## src/rtl/ld_abs16_mem_sequencer.sv

```systemverilog
// Absolute-address LD microcode sequencer: (a16) load/store of 1 or 2 bytes.
// Optional debug status outputs o_Busy/o_Mcycle under LDABS_STATUS_EN.
module ld_abs16_mem_sequencer #(
  parameter int DATA_BYTES = 2,
  parameter int REG_SEL_W  = 3
) (
  input  logic                 i_Clk,
  input  logic                 i_Reset,
  input  logic                 i_Active,
  input  logic                 i_Start,
  input  logic                 i_Load,
  input  logic [REG_SEL_W-1:0] i_Reg_Sel,
  input  logic [3:0]           i_Cycle_Step,
  output logic [REG_SEL_W-1:0] o_Reg_Sel,
  output logic                 o_Addr_PC,
  output logic                 o_Addr_WZ,
  output logic                 o_Inc16,
  output logic                 o_Bus_In,
  output logic                 o_Bus_Out,
  output logic                 o_Write_Z,
  output logic                 o_Write_W,
  output logic [1:0]           o_Reg_Wr,
  output logic [1:0]           o_Reg_Rd,
  output logic                 o_IR_Fetch,
  output logic                 o_Done
`ifdef LDABS_STATUS_EN
  ,
  output logic                 o_Busy,
  output logic [2:0]           o_Mcycle
`endif
);

  generate
    if (DATA_BYTES != 1 && DATA_BYTES != 2) begin : g_bad_bytes
      $error("DATA_BYTES must be 1 or 2");
    end
  endgenerate

  typedef enum logic [2:0] {
    S_IDLE    = 3'd0,
    S_IMM_LO  = 3'd1,
    S_IMM_HI  = 3'd2,
    S_DATA_LO = 3'd3,
    S_DATA_HI = 3'd4,
    S_FETCH   = 3'd5
  } state_t;

  state_t               state, state_nx;
  logic [REG_SEL_W-1:0] sel_q;
  logic                 load_q;
  logic                 adv, take, en;
  logic                 addr_ph, data_ph;
  logic                 data_hi;

  assign adv     = i_Cycle_Step[3];
  assign addr_ph = i_Cycle_Step[1];
  assign data_ph = i_Cycle_Step[0];
  assign take    = (state == S_IDLE) && i_Active && i_Start && adv;
  assign en      = i_Active && !i_Reset;
  assign data_hi = (state == S_DATA_HI);

  always_ff @(posedge i_Clk or posedge i_Reset) begin
    if (i_Reset) begin
      state  <= S_IDLE;
      sel_q  <= '0;
      load_q <= 1'b0;
    end else begin
      state <= state_nx;
      if (take) begin
        sel_q  <= i_Reg_Sel;
        load_q <= i_Load;
      end
    end
  end

  always_comb begin
    state_nx = state;
    case (state)
      S_IDLE:    if (take) state_nx = S_IMM_LO;
      S_IMM_LO:  if (adv)  state_nx = S_IMM_HI;
      S_IMM_HI:  if (adv)  state_nx = S_DATA_LO;
      S_DATA_LO: if (adv)  state_nx = (DATA_BYTES == 2) ? S_DATA_HI : S_FETCH;
      S_DATA_HI: if (adv)  state_nx = S_FETCH;
      S_FETCH:   if (adv)  state_nx = S_IDLE;
      default:             state_nx = S_IDLE;
    endcase
    // losing ownership of the control word aborts the sequence
    if (!i_Active) state_nx = S_IDLE;
  end

  always_comb begin
    o_Reg_Sel  = '0;
    o_Addr_PC  = 1'b0;
    o_Addr_WZ  = 1'b0;
    o_Inc16    = 1'b0;
    o_Bus_In   = 1'b0;
    o_Bus_Out  = 1'b0;
    o_Write_Z  = 1'b0;
    o_Write_W  = 1'b0;
    o_Reg_Wr   = 2'b00;
    o_Reg_Rd   = 2'b00;
    o_IR_Fetch = 1'b0;
    o_Done     = 1'b0;
    if (en) begin
      case (state)
        S_IMM_LO, S_IMM_HI: begin
          o_Reg_Sel = sel_q;
          o_Addr_PC = addr_ph;
          o_Inc16   = addr_ph;
          o_Bus_In  = data_ph;
          o_Write_Z = data_ph && (state == S_IMM_LO);
          o_Write_W = data_ph && (state == S_IMM_HI);
        end
        S_DATA_LO, S_DATA_HI: begin
          o_Reg_Sel = sel_q;
          o_Addr_WZ = addr_ph;
          o_Inc16   = addr_ph;
          o_Bus_In  = data_ph && load_q;
          o_Bus_Out = data_ph && !load_q;
          if (data_ph && load_q)  o_Reg_Wr = data_hi ? 2'b10 : 2'b01;
          if (data_ph && !load_q) o_Reg_Rd = data_hi ? 2'b10 : 2'b01;
        end
        S_FETCH: begin
          o_Reg_Sel  = sel_q;
          o_IR_Fetch = 1'b1;
          o_Done     = adv;
        end
        default: ;
      endcase
    end
  end

`ifdef LDABS_STATUS_EN
  always_comb begin
    o_Busy   = 1'b0;
    o_Mcycle = 3'd0;
    if (en && state != S_IDLE) begin
      o_Busy   = 1'b1;
      o_Mcycle = 3'(state);
    end
  end
`endif

endmodule

```

## config.mk

```make
export PLATFORM = sky130hd
export DESIGN_NAME = ld_abs16_mem_sequencer
export DESIGN_NICKNAME = d
export VERILOG_FILES = /design/src/rtl/ld_abs16_mem_sequencer.sv
export SDC_FILE = /design/constraint.sdc
export NUM_CORES = 1
export LEC_CHECK = 0
export BUFFER_PORTS_ARGS = -buffer_cell sky130_fd_sc_hd__buf_2
export CORE_MARGIN = 3
export CORE_UTILIZATION = 40
export CTS_BUF_LIST = sky130_fd_sc_hd__clkbuf_4
export DETAILED_ROUTE_END_ITERATION = 10
export MAX_ROUTING_LAYER = met4
export PLACE_DENSITY = 0.82
export SYNTH_ARGS = -nofsm -noshare
export SYNTH_HDL_FRONTEND = slang
export SYNTH_SLANG_ARGS = --single-unit
export TNS_END_PERCENT = 5
```

## constraint.sdc

```tcl
create_clock -name i_Clk -period 1.2 [get_ports i_Clk]
set_input_delay 0.06 -clock i_Clk [delete_from_list [all_inputs] [get_ports i_Clk]]
set_output_delay 0.06 -clock i_Clk [all_outputs]
set_load 0.1 [all_outputs]
```

==> results of run 1 <==
[synthesized netlist by cell type, types with 2 or more instances]
master	n
nor2b_1	2
nand3b_1	2
o21bai_1	2
dfrtp_1	7
nor3_1	2
nand2_1	6
nor2_1	5
and2_1	4
a21oi_1	3
and3_1	3
or3_1	2
mux2_2	4
nor4b_1	3
[metrics by stage]
step	TNS [ns]	utilization	worst slack (ns)	hold WS, ns	instance area (um^2)
after floorplan	-9.27	-	-0.762	-0.137	642
after detailed placement	-4.38	0.930	-0.279	0.0644	1100
after global placement	-3.50	0.930	-0.233	0.0400	1100
[cells by family after synthesis]
group	count (synthesis)	share of synthesized area
compound gates	7	0.0822
xor+xnor	2	0.0320
buf+inv	4	0.0502
flops	7	0.320
mux	4	0.0822
simple gates	36	0.434
==> flow_summary.rst, run 1 <==
.. list-table::
   :header-rows: 1

   * - Metric
     - Value
   * - Status
     - stopped before the end
   * - Last stage the flow got to
     - clock tree synthesis (4_1_cts)
   * - First error line in the log
     - [ERROR DPL-0038] Utilization greater than 100%, impossible to legalize
   * - Cell Count Post-Placement
     - between 100 and 150
   * - Number of sinks driven by the clock tree
     - 7
   * - Number of synthesized flops with an enable pin
     - 0
   * - Number of buffers inserted to repair setup after CTS
     - 1
   * - FFs w/ async S/R, synth
     - 1.00
   * - Overall die width
     - roughly 43 um
   * - Number of distinct standard cells referenced by the synthesized netlist
     - 28
   * - Average cell area after synthesis
     - a little over 9 um^2
   * - Gate count of the mapped netlist
     - 60
   * - Detailed-placement wirelength estimate
     - roughly 1.7 mm
   * - Starting utilization of the core area
     - 0.462
   * - Number of buffers inserted during clock tree synthesis
     - 3
   * - Placer Congestion
     - around 0.84
   * - I/O pins
     - 28
   * - Top cell type's share of synthesized area
     - 0.320
   * - Area of the mapped netlist
     - approximately 550 um^2
   * - Clk buf depth
     - 2
   * - Yosys warning count
     - 0
   * - Largest cells by area after synthesis
     - dfrtp_1 (32%), mux2_2 (8.2%), nor4b_1 (4.8%)
   * - Cell taking the most area after synthesis
     - dfrtp_1
   * - Post-cts sizing count
     - 13
   * - Post-Syn Nets
     - 72
   * - Number of input and output port buffers inserted
     - 26
   * - # rows
     - 12
   * - Root buf cell
     - clkbuf_4
   * - Sequential area share after synthesis
     - 0.320
   * - Flops & latches, synth
     - 7
   * - # H-tree levels
     - 1
   * - Height of the die
     - 43.0 um
   * - CTS Hold Bufs
     - 1
   * - Most common flop cell mapped by yosys
     - dfrtp_1
==> run 2, diff against run 1 <==
--- a/config.mk
+++ b/config.mk
@@ -6,12 +6,10 @@
 export NUM_CORES = 1
 export LEC_CHECK = 0
 export BUFFER_PORTS_ARGS = -buffer_cell sky130_fd_sc_hd__buf_2
-export CORE_MARGIN = 3
-export CORE_UTILIZATION = 40
-export CTS_BUF_LIST = sky130_fd_sc_hd__clkbuf_4
+export CORE_AREA = 3 3 64 66
 export DETAILED_ROUTE_END_ITERATION = 10
-export MAX_ROUTING_LAYER = met4
-export PLACE_DENSITY = 0.82
+export DIE_AREA = 0 0 67 69
+export PLACE_DENSITY_LB_ADDON = 0.15
 export SYNTH_ARGS = -nofsm -noshare
 export SYNTH_HDL_FRONTEND = slang
 export SYNTH_SLANG_ARGS = --single-unit
==> constraint.sdc (replaced) <==
create_clock -name i_Clk -period 1.56 [get_ports i_Clk]
set_input_delay 0.078 -clock i_Clk [delete_from_list [all_inputs] [get_ports i_Clk]]
set_output_delay 0.078 -clock i_Clk [all_outputs]
set_load 0.1 [all_outputs]
==> run 2 against run 1 <==
The flow now finishes, with violations (negative setup slack). Synthesized cell count unchanged. Area after synthesis unchanged.
==> flow_summary.rst, run 2 <==
.. list-table::
   :header-rows: 1

   * - Metric
     - Value
   * - Number of buffers inserted during clock tree synthesis
     - 3 (unchanged)
   * - Worst path buffer plus inverter count
     - 2
   * - Final cycle utilization of the critical path
     - 1.05
   * - Largest cells by area after synthesis
     - dfrtp_1 (32%), mux2_2 (8.2%), nor4b_1 (4.8%) (unchanged)
   * - Number of antenna violations at the first check in global routing
     - 0
   * - Overall routing resource usage
     - 0.0797
   * - Status
     - finished with violations (was stopped before the end)
   * - Largest clock skew in the final design
     - 0.000336 ns
   * - Worst hold stages
     - 2
   * - Share of cells above drive strength 1
     - 0.700
   * - Detail Route met3 WL
     - around 100 um
   * - # rows
     - 22 (was 12)
   * - Count of final hold-check violations
     - 0
   * - Classification of the worst-slack hold path
     - primary input to flop
   * - Wl on met1
     - around 630 um
   * - CTS tree
     - yes
   * - Yosys warning count
     - 0 (unchanged)
   * - Area of the die
     - around 0.0046 mm^2
   * - Number of synthesized flops with an enable pin
     - 0 (unchanged)
   * - Gate count of the mapped netlist
     - 60 (unchanged)
   * - Arrival time of data at the critical path endpoint
     - about 1.6 ns
   * - Maximum ir drop on the vdd rail
     - a little under 0.5 mV
   * - Vias in the first global route
     - 642
   * - Max stage delay on crit path
     - 0.43 ns
   * - I/O pins
     - 28 (unchanged)
   * - Number of input and output port buffers inserted
     - 26 (unchanged)
   * - Antenna violation net count after detailed routing
     - 0
   * - Final Max Slew Viols
     - 0
   * - Largest net degree at the start of global routing
     - 9
   * - Slew Limit Headroom
     - 0.756
   * - Transition time at the pin with the least slew margin
     - between 0.3 and 0.4 ns
   * - Number of setup violations in the final report
     - 11
   * - Crit path launch type
     - flop
   * - Most numerous cell types in the synthesized netlist
     - dfrtp_1 (7), nand2_1 (6), nor2_1 (5) (unchanged)
   * - Number of sinks driven by the clock tree
     - 7 (unchanged)
   * - TritonRoute pass-1 iters
     - 2
   * - Most common flop cell mapped by yosys
     - dfrtp_1 (unchanged)
   * - Total wirelength of the detailed-routed design
     - ~1.7 mm
   * - Top library cells by usage in the layout, fill and taps aside
     - buf_12 (15), buf_4 (11), buf_2 (10)
   * - CORE AREA
     - 0.00363 mm^2
   * - Violated checks
     - negative setup slack
   * - Cell-by-cell trace of the critical path
     - or3b_4 -> buf_4 -> nor3_4 -> buf_12
   * - Registers with the highest flip-flop counts
     - sel_q: 3 flops, state: 3 flops, load_q: 1 flops
   * - Worst hold-check slack
     - 0.0860 ns
   * - Signed area change from the synthesized netlist to the final layout
     - 125%
   * - Total chip power
     - ~730 uW
   * - Clock latency at the later pin of the worst-skew pair
     - 0.22 ns
   * - Setup ws final
     - -0.0783 ns
   * - Flops & latches, synth
     - 7 (unchanged)
   * - Gate family responsible for the most delay along the worst path
     - simple AND/OR/NAND/NOR gates
   * - Remaining design rule violation count
     - 0
   * - Clock transition at the registers of the reported paths
     - 0.04 ns
   * - Total length of routed met2 wires
     - approximately 990 um
   * - Worst setup slack after placement
     - 0.0307 ns (was -0.279 ns)
   * - Average cell area after synthesis
     - 9.13 um^2 (unchanged)
   * - Leakage
     - 0.495 nW
   * - Type of the setup path with the least slack
     - flop to output pin
   * - Standard cell with the maximum stage delay on the critical path
     - or3b_4
   * - Library cell with the highest instance count after synthesis
     - dfrtp_1 (unchanged)
   * - Sequential area share after synthesis
     - 0.320 (unchanged)
   * - Cell taking the most area after synthesis
     - dfrtp_1 (unchanged)
   * - Routed length per instance
     - around 12 um
   * - Root buf cell
     - clkbuf_8 (was clkbuf_4)
   * - Vias post-DR
     - roughly 600
   * - Upper clock frequency limit
     - 610 MHz
   * - Cell area power density
     - ~590 mW/mm^2
   * - Average via count per standard cell
     - ~4.0
   * - Critical path depth in cells
     - 4
   * - Wire length of the first global-routing pass
     - 2.84 mm
   * - Highest layer used for signal routing
     - met4
   * - Overall die width
     - 67 um (was 43.0 um)
   * - Detailed-placement wirelength estimate
     - 1.41 mm (was 1.65 mm)
   * - Placer Congestion
     - 0.796 (was 0.837)
   * - Post-layout minimum cycle time
     - 1.64 ns
   * - Unrepaired setup endpoints after global routing
     - yes
   * - Post-Syn Nets
     - 72 (unchanged)
   * - Crit. End Element
     - output pin
   * - Starting DRT DRC Count
     - 2
   * - FFs w/ async S/R, synth
     - 1.00 (unchanged)
   * - Number of nets in the finished design
     - between 100 and 150
   * - Gr ovfl total
     - 0
   * - Max-cap check violation count
     - 0
   * - Utilization of the core after routing
     - 0.340
   * - Cell count of the worst reg-to-reg path
     - 5
   * - Clk buf depth
     - 2 (unchanged)
   * - Top cell type's share of synthesized area
     - 0.320 (unchanged)
   * - Diodes inserted
     - 0
   * - Endpoint required time on the critical path
     - between 1 and 1.5 ns
   * - Area of the mapped netlist
     - 548 um^2 (unchanged)
   * - Starting utilization of the core area
     - 0.151 (was 0.462)
   * - Most common library cell in the layout ignoring fill and taps
     - buf_12
   * - Number of distinct standard cells referenced by the synthesized netlist
     - 28 (unchanged)
   * - # H-tree levels
     - 1 (unchanged)
   * - Largest fanout of any net on the critical path
     - 4
   * - Height of the die
     - 69 um (was 43.0 um)
==> run 2: cell counts after synthesis <==
No cell type changed its count.
==> run 2: final timing paths <==
kind                                to      from  slack [ns]
max in group asynchronous     state[2]   i_Reset        0.94
min in group asynchronous     state[1]   i_Reset        0.39
hold reg to reg               sel_q[0]  sel_q[0]        0.50
setup / recovery           o_Reg_Rd[1]  state[1]       -0.08
setup reg to reg              sel_q[1]  state[2]        0.07
hold / removal                  load_q    i_Load        0.09
==> run 2: metal layers <==
metal  vias up  global-route usage
met5         -                   0
met4         0              0.0405
met3         2              0.0147
met2        18               0.148
met1       289              0.0804
li1        288                   -
==> run 2: kinds of logic after synthesis <==
family | Yosys count | synth area share
flops | 7 | 0.320
mux | 4 | 0.0822
simple gates | 36 | 0.434
xor+xnor | 2 | 0.0320
compound gates | 7 | 0.0822
buf+inv | 4 | 0.0502
==> run 2: timing repair <==
action | in CTS | in global routing
buffers inserted | 1 | 0
setup endpoints to repair | 12 | 16
gates resized for setup | 21 | 2
hold buffers | 1 | 0
endpoints found under the hold margin | 7 | 0
pin swaps | 6 | 1
==> run 2: report_power, final <==
part / switching [mW] / leakage [nW] / internal (mW)
sequential: 0.0377 / 0.0851 / 0.214
combinational: 0.126 / 0.387 / 0.106
clock: 0.0740 / 0.0228 / 0.176
==> run 2: area by class of cell <==
type                    instances  area (um^2)
multi-input cells              49          483
inverters                       1         3.75
clock buffers                   4         45.0
flip-flops and latches          7          178
fillers                       394         2400
repair buffers                 39          465
well taps                      48         60.1
==> run 2: per-stage QoR <==
stage          instances  setup TNS (ns)  area (um^2)
2_1_floorplan         60           -3.39          642
3_3_place_gp         142               0         1090
3_5_place_dp         142               0         1090
4_1_cts              148          -0.582         1230
5_1_grt              148           -1.26         1230
6_report             148          -0.448         1230
Note: power is estimated with default switching activity, not from simulation.
